### config.mk
export PLATFORM = sky130hd
export DESIGN_NAME = hazard_ctrl
export DESIGN_NICKNAME = d
export VERILOG_FILES = /design/src/rtl/hazard_pkg.sv /design/src/rtl/hazard_detect.sv /design/src/rtl/hazard_ctrl.sv
export SDC_FILE = /design/constraint.sdc
export NUM_CORES = 1
export LEC_CHECK = 0
export BUFFER_PORTS_ARGS = -buffer_cell sky130_fd_sc_hd__buf_2
export CORE_AREA = 2 2 39 41
export DETAILED_ROUTE_END_ITERATION = 8
export DIE_AREA = 0 0 41 43
export GPL_TIMING_DRIVEN = 0
export PLACE_DENSITY = 0.45
export SKIP_LAST_GASP = 1
export SYNTH_ARGS = -nofsm -noshare
export SYNTH_HDL_FRONTEND = slang
export SYNTH_SLANG_ARGS = --single-unit
### constraint.sdc
create_clock -name clk -period 0.9 [get_ports clk]
set_input_delay 0.045 -clock clk [delete_from_list [all_inputs] [get_ports clk]]
set_output_delay 0.045 -clock clk [all_outputs]
set_load 0.005 [all_outputs]
### src/rtl/hazard_pkg.sv
// hazard_pkg: shared types and limits for the pipeline hazard controller.
//   hazState_t       - controller FSM state (RUN=0, LU_STALL=1)
//   LU_STALL_CYC_MAX - largest supported load-use stall length
package hazard_pkg;

  localparam int unsigned LU_STALL_CYC_MAX = 15;

  typedef enum logic [0:0] {
    RUN      = 1'b0,
    LU_STALL = 1'b1
  } hazState_t;

endpackage

### src/rtl/hazard_detect.sv
// hazard_detect: combinational load-use hazard comparator.
// A hit needs a load in ID/EX writing a non-$zero register that the
// instruction in ID actually reads through rs or rt.
// Ports:
//   MemRd_ID_EX       in  ID/EX instruction is a load
//   RegisterRt_ID_EX  in  load destination register
//   RegisterRs_IF_ID  in  ID-stage rs
//   RegisterRt_IF_ID  in  ID-stage rt
//   UseRs_IF_ID       in  ID instruction reads rs
//   UseRt_IF_ID       in  ID instruction reads rt
//   luHit_c           out load-use hazard present (combinational)
module hazard_detect #(
  parameter int unsigned REG_AW = 5
) (
  input  logic              MemRd_ID_EX,
  input  logic [REG_AW-1:0] RegisterRt_ID_EX,
  input  logic [REG_AW-1:0] RegisterRs_IF_ID,
  input  logic [REG_AW-1:0] RegisterRt_IF_ID,
  input  logic              UseRs_IF_ID,
  input  logic              UseRt_IF_ID,
  output logic              luHit_c
);

  logic rsMatch;
  logic rtMatch;
  logic dstNonZero;

  // $zero is never a real dependency, so a load to r0 cannot cause a hit
  always_comb begin
    rsMatch    = UseRs_IF_ID && (RegisterRs_IF_ID == RegisterRt_ID_EX);
    rtMatch    = UseRt_IF_ID && (RegisterRt_IF_ID == RegisterRt_ID_EX);
    dstNonZero = (RegisterRt_ID_EX != '0);
    luHit_c    = MemRd_ID_EX && dstNonZero && (rsMatch || rtMatch);
  end

endmodule

### src/rtl/hazard_ctrl.sv
// hazard_ctrl: pipeline hazard controller for the 5-stage pipeline.
// Handles multi-cycle load-use stalls, MEM-stage wait freeze and
// taken-branch squash; drives pipeline register write-enables/flushes.
// Optional build macro: HAZARD_STALL_CNT_EN adds StallCycles/SquashCount.
// Ports:
//   clk, rst_n                       clock, synchronous active-low reset
//   MemRd_ID_EX, RegisterRt_ID_EX    load in ID/EX and its destination
//   RegisterRs_IF_ID, RegisterRt_IF_ID, UseRs_IF_ID, UseRt_IF_ID
//                                    ID-stage source operands and use flags
//   BranchTaken_EX_MEM               taken branch/jump resolved in EX/MEM
//   MemBusy                          MEM-stage access still pending
//   PCWr, IF_ID_Wr, ID_EX_Wr, EX_MEM_Wr      write-enables (combinational)
//   IF_ID_Flush, ID_EX_Flush, MEM_WB_Flush   bubble inserts (combinational)
//   StallCycles, SquashCount         event counters (HAZARD_STALL_CNT_EN)
module hazard_ctrl
  import hazard_pkg::*;
#(
  parameter int unsigned REG_AW       = 5,
  parameter int unsigned LU_STALL_CYC = 1
) (
  input  logic              clk,
  input  logic              rst_n,
  input  logic              MemRd_ID_EX,
  input  logic [REG_AW-1:0] RegisterRt_ID_EX,
  input  logic [REG_AW-1:0] RegisterRs_IF_ID,
  input  logic [REG_AW-1:0] RegisterRt_IF_ID,
  input  logic              UseRs_IF_ID,
  input  logic              UseRt_IF_ID,
  input  logic              BranchTaken_EX_MEM,
  input  logic              MemBusy,
  output logic              PCWr,
  output logic              IF_ID_Wr,
  output logic              ID_EX_Wr,
  output logic              EX_MEM_Wr,
  output logic              IF_ID_Flush,
  output logic              ID_EX_Flush,
  output logic              MEM_WB_Flush
`ifdef HAZARD_STALL_CNT_EN
  ,
  output logic [31:0]       StallCycles,
  output logic [31:0]       SquashCount
`endif
);

  // Out-of-range stall lengths are clamped into 1..LU_STALL_CYC_MAX
  localparam int unsigned STALL_CYC =
    (LU_STALL_CYC < 1) ? 1 :
    ((LU_STALL_CYC > LU_STALL_CYC_MAX) ? LU_STALL_CYC_MAX : LU_STALL_CYC);
  localparam int unsigned CNT_W = $clog2(STALL_CYC + 1);

  hazState_t        state;
  hazState_t        stateNext;
  logic [CNT_W-1:0] cnt;
  logic [CNT_W-1:0] cntNext;

  logic luHit_c;
  logic freeze_c;
  logic squash_c;
  logic stall_c;

  hazard_detect #(
    .REG_AW (REG_AW)
  ) uDetect (
    .MemRd_ID_EX      (MemRd_ID_EX),
    .RegisterRt_ID_EX (RegisterRt_ID_EX),
    .RegisterRs_IF_ID (RegisterRs_IF_ID),
    .RegisterRt_IF_ID (RegisterRt_IF_ID),
    .UseRs_IF_ID      (UseRs_IF_ID),
    .UseRt_IF_ID      (UseRt_IF_ID),
    .luHit_c          (luHit_c)
  );

  // Priority qualification: reset > freeze > squash > stall
  always_comb begin
    freeze_c = rst_n && MemBusy;
    squash_c = rst_n && !MemBusy && BranchTaken_EX_MEM;
    stall_c  = rst_n && !MemBusy && !BranchTaken_EX_MEM &&
               ((state == LU_STALL) || luHit_c);
  end

  // State register
  always_ff @(posedge clk) begin
    if (!rst_n) begin
      state <= RUN;
      cnt   <= '0;
    end else begin
      state <= stateNext;
      cnt   <= cntNext;
    end
  end

  // Next state and output priority mux
  always_comb begin
    stateNext    = state;
    cntNext      = cnt;
    PCWr         = 1'b1;
    IF_ID_Wr     = 1'b1;
    ID_EX_Wr     = 1'b1;
    EX_MEM_Wr    = 1'b1;
    IF_ID_Flush  = 1'b0;
    ID_EX_Flush  = 1'b0;
    MEM_WB_Flush = 1'b0;

    if (!rst_n) begin
      PCWr         = 1'b0;
      IF_ID_Wr     = 1'b0;
      IF_ID_Flush  = 1'b1;
      ID_EX_Flush  = 1'b1;
      MEM_WB_Flush = 1'b1;
    end else if (freeze_c) begin
      // Freeze: nothing advances, state and count hold
      PCWr         = 1'b0;
      IF_ID_Wr     = 1'b0;
      ID_EX_Wr     = 1'b0;
      EX_MEM_Wr    = 1'b0;
      MEM_WB_Flush = 1'b1;
    end else if (squash_c) begin
      // The offending load is squashed, so any stall in progress is dropped
      IF_ID_Flush = 1'b1;
      ID_EX_Flush = 1'b1;
      stateNext   = RUN;
      cntNext     = '0;
    end else if (stall_c) begin
      PCWr        = 1'b0;
      IF_ID_Wr    = 1'b0;
      ID_EX_Flush = 1'b1;
      if (state == RUN) begin
        // First bubble is this cycle; the rest are counted in LU_STALL
        if (STALL_CYC > 1) begin
          stateNext = LU_STALL;
          cntNext   = CNT_W'(STALL_CYC - 1);
        end
      end else begin
        cntNext = cnt - CNT_W'(1);
        if (cnt <= CNT_W'(1)) begin
          stateNext = RUN;
        end
      end
    end
  end

`ifdef HAZARD_STALL_CNT_EN
  // Event counters, wrap naturally at 2^32
  always_ff @(posedge clk) begin
    if (!rst_n) begin
      StallCycles <= '0;
      SquashCount <= '0;
    end else begin
      if (stall_c) begin
        StallCycles <= StallCycles + 32'd1;
      end
      if (squash_c) begin
        SquashCount <= SquashCount + 32'd1;
      end
    end
  end
`endif

endmodule

Word level (Yosys, flattened, before mapping)
Index checks and enable logic that the tools add are counted.

Add/subtract/negate cells: 1. $lt $le $gt $ge: 1. Eq/ne operators: 2. Muxes and demuxes: 22. Bitwise gates (word level): 1. Reductions and logical operators: 18.

Operators by type and width (count): 2-to-1 mux 1 bit (22); == test 5 bit (2); logical AND 1 bit (9); nonzero test 5 bit (1); nonzero test 2 bit (2); AND reduction 3 bit (1); zero test 1 bit (2); logical OR 1 bit (2); AND reduction 2 bit (1); less-or-equal comparator 1 bit (second input constant) (1); inverter 1 bit (1); subtractor 1 bit (second input constant) (1).

Flip-flop bits (word level): 2. Input port bits: 22. Output and inout port bits: 7. Logic and storage cells: 47.

Longest topological paths before layout
Depth after elaboration: 10. Gate-level depth with buffers: 5. Mapped depth without buffers: 4.

Modules after synthesis
A second synthesis with hierarchy kept.

Cell total of the unflattened synthesis: 26. Area, all modules: 192.7 um2.

Modules (own cells, without submodules): hazard_detect (instances 1, cells an instance 17, area each 133.9 um2, seq. area each 0.0 um2); hazard_ctrl (instances 1, cells an instance 9, area each 58.8 um2, seq. area each 0.0 um2).

Worst setup path before layout
Ideal clock, no wire load.

Kind: input -> output. From: in RegisterRt_ID_EX[0]. To: out PCWr. Data arrival time: 1.044 ns. Path slack: -0.189 ns. Stages: 4. Path through: or3_1 -> o311a_1 -> a21oi_1 -> buf_4.

Longest elaborated chain between the ends: 10. Elaborated cells on any way between the ends: 14.

Ends and longest elaborated chain: start, declared (RTL line hazard_ctrl.sv:24) `input logic [REG_AW-1:0] RegisterRt_ID_EX,`; == test 5 bit, on equally long branches (RTL line hazard_detect.sv:30, hazard_detect.sv:31); logical AND 1 bit, on equally long branches (RTL line hazard_detect.sv:30, hazard_detect.sv:31); logical OR 1 bit (RTL line hazard_detect.sv:33) `luHit_c = MemRd_ID_EX && dstNonZero && (rsMatch || rtMatch);`; logical AND 1 bit * (RTL line hazard_detect.sv:33); logical OR 1 bit * (RTL line hazard_ctrl.sv:78) `((state == LU_STALL) || luHit_c);`; logical AND 1 bit * (RTL line hazard_ctrl.sv:77) `stall_c = rst_n && !MemBusy && !BranchTaken_EX_MEM &&`; 2-to-1 mux 1 bit * (4 in a row); end, declared (RTL line hazard_ctrl.sv:31) `output logic PCWr,`.

Every way passes the cells marked *; elsewhere a longest branch is shown, timed or not.

Final worst setup path
From: in RegisterRt_ID_EX[0]. To: out PCWr.

Longest elaborated chain between the ends: 10. Elaborated cells on any way between the ends: 14.

Ends and longest elaborated chain: == test 5 bit, on equally long branches (RTL line hazard_detect.sv:30, hazard_detect.sv:31); logical AND 1 bit, on equally long branches (RTL line hazard_detect.sv:30, hazard_detect.sv:31); logical OR 1 bit (RTL line hazard_detect.sv:33); logical AND 1 bit * (RTL line hazard_detect.sv:33); logical OR 1 bit * (RTL line hazard_ctrl.sv:78); logical AND 1 bit * (RTL line hazard_ctrl.sv:77); 2-to-1 mux 1 bit * (RTL line hazard_ctrl.sv:123) `end else if (stall_c) begin`; 2-to-1 mux 1 bit * (RTL line hazard_ctrl.sv:117) `end else if (squash_c) begin`; 2-to-1 mux 1 bit * (RTL line hazard_ctrl.sv:110) `end else if (freeze_c) begin`; 2-to-1 mux 1 bit * (RTL line hazard_ctrl.sv:104) `if (!rst_n) begin`.

Marks and branches as above.

==> results.toml <==
[synth]
synth_largest_area_cell = "xnor2_1"
avgSynthCellArea_um2 = 6.98
synth_area_leaders = "xnor2_1 48%, buf_4 8.3%, nand4_1 6.9%"
syn_inst = 26
netlist.area_leader.share = 0.483
synthesis.area_um2 = 181
yosys_warnings = 0
syn-num-nets = 48
synth.most_common_cell = "xnor2_1"
yosys-top-cells-count = "10 x xnor2_1, 3 x nand2_1, 2 x buf_4, 2 x inv_1, 2 x nand4_1"
ys_types = 12
ys_seq_area_frac = 0

[finish]
stdcell_area_um2 = 374
seq_area_um2 = 0
nClkBuffers = 0
syn_to_final_growth_pct = 106
seq_cell_count = 0
drive_above_1_share = 0.600
diodes = 0
nFillCells = 169
finalNonFillerCells = 71
layout.nets = 79

[placed_design]
port_buffers = 28
placed_area_um2 = 345
pre_cts_slack_ns = -0.375
dp.cells = 70
place.gp.congestion = 0.617

[power_and_ir_drop]
p_sw_mw = 0.0616
p_per_area_nw_per_um2 = 436
cell_internal_pwr_mw = 0.102
clockPowerShare = 0
combPwrFrac = 1.000
ir_drop_uv = 81.6
seq_power_share = 0
p_leak_nw = 0.179
switching_share = 0.378

[timing]
fin_ws_ns = -0.314
period_needed_ns = 1.21
slew_headroom = 0.836
hold_violations = 0
hold_slack_ns = 0.357
fmax_ghz = 0.824
min_period_over_period = 1.35
grt_setup_unrepaired = "true"
slew_viol_final = 0
tightest_slew_ns = 0.246
fin_tns_setup_ns = -0.854
report.final.setup_viol = 3

[setup_path]
critPathTopFamily = "compound AO/OA/AOI/OAI gates"
startpoint_type = "input port"
crit_path_max_fanout = 2
max_stage_delay_ns = 0.37
crit_required_ns = 0.85
arrival_ns = 1.17
worstSetupPathType = "in2out"
cp_num_buf_inv = 3
crit_path_end_kind = "primary output"
slowest_stage = "or3_4"
crit_chain = "buf_8, or3_4, o311a_1, a21oi_2, buf_4, buf_2"

[hold_path]
min_from = "rst_n"
holdPathEnd = "EX_MEM_Wr"
hold_depth = 3
worstHoldPathType = "in2out"

[drt]
wl_um = 585
drt-pass1-iter-count = 2
drt_iter0_markers = 3
vias = 264
drt-wirelength-per-cell_um = 8.24
drc = 0
vias_per_cell = 3.72
ant_nets = 0

[run_status]
run_status = "finished with violations"
violations = "negative setup slack"

[floorplan]
die-area_um2 = 1760
initial_core_util = 0.131
fp-row-count = 14
die_h_um = 43
coreArea_um2 = 1380
ios = 29
dieWidth_um = 41

[grt]
grt_remaining_overflow = 0
grt_max_degree = 4
grt_pass1_wl_um = 890
grt_pass1_vias = 256
grt.total_usage = 0.0679
antenna_found_initial = 0

[flow_run]
drv_cap = 0

[clock_tree]
holdBufCountCts = 0
## worst max path at each step
| stage | start | endpoint | slack [ns] | depth (start not counted) |
|---|---|---|---|---|
| after floorplan | RegisterRt_ID_EX[0] | PCWr | -0.13 | 4 |
| after global placement | RegisterRt_ID_EX[0] | PCWr | -0.36 | 6 |
| final | RegisterRt_ID_EX[0] | PCWr | -0.31 | 6 |
| after CTS | RegisterRt_ID_EX[0] | PCWr | -0.34 | 6 |
| after detailed placement | RegisterRt_ID_EX[0] | PCWr | -0.37 | 6 |
| after global routing | RegisterRt_ID_EX[0] | PCWr | -0.37 | 6 |
## repair_timing
action	in CTS	in global routing
gates resized for setup	5	1
buffers inserted	1	0
endpoints found under the setup margin	3	3
pin swaps	1	1
## cells in the final DEF (no fill, tap or decap), drive strengths merged
| cell type | count |
|---|---|
| a21oi | 1 |
| a31o | 1 |
| buf | 31 |
| inv | 2 |
| nand2 | 3 |
| nand4 | 2 |
| nor2b | 1 |
| o21ai | 1 |
| o22ai | 1 |
| o311a | 1 |
| or3 | 1 |
| xnor2 | 10 |
## per-stage QoR
step | power (mW) | util
2_1_floorplan | 0.0732 | -
3_3_place_gp | 0.154 | 0.250
3_5_place_dp | 0.154 | 0.250
4_1_cts | 0.165 | 0.267
5_1_grt | 0.182 | 0.270
6_report | 0.163 | 0.270
## routing by layer
metal	share of wire	GRT usage
met1	0.36	0.0791
met2	0.54	0.128
met3	0.11	0.0105
met4	0	0
met5	0	0
## cell families (layout without fill, tap and decap cells)
group,after synthesis,after routing,share of synthesized area
xor+xnor,10,10,0.483
simple gates,7,7,0.200
compound gates,5,5,0.193
buf+inv,4,33,0.124
## final cells by class
cell class / count / area [µm²] / share of cell area
plain buffers: 2 / 15.0 / 0.0401
inverters: 2 / 7.51 / 0.0201
multi-input cells: 22 / 168 / 0.448
well taps: 16 / 20.0 / 0.0535
repair buffers: 29 / 164 / 0.438
## power groups by stage
stage               combinational (mW)  sequential (mW)  clock [mW]
floorplan                       0.0732                0           0
CTS                              0.165                0           0
detailed placement               0.154                0           0
global placement                 0.154                0           0
finish                           0.163                0           0
global route                     0.182                0           0
Power figures use the tool's default switching activity.
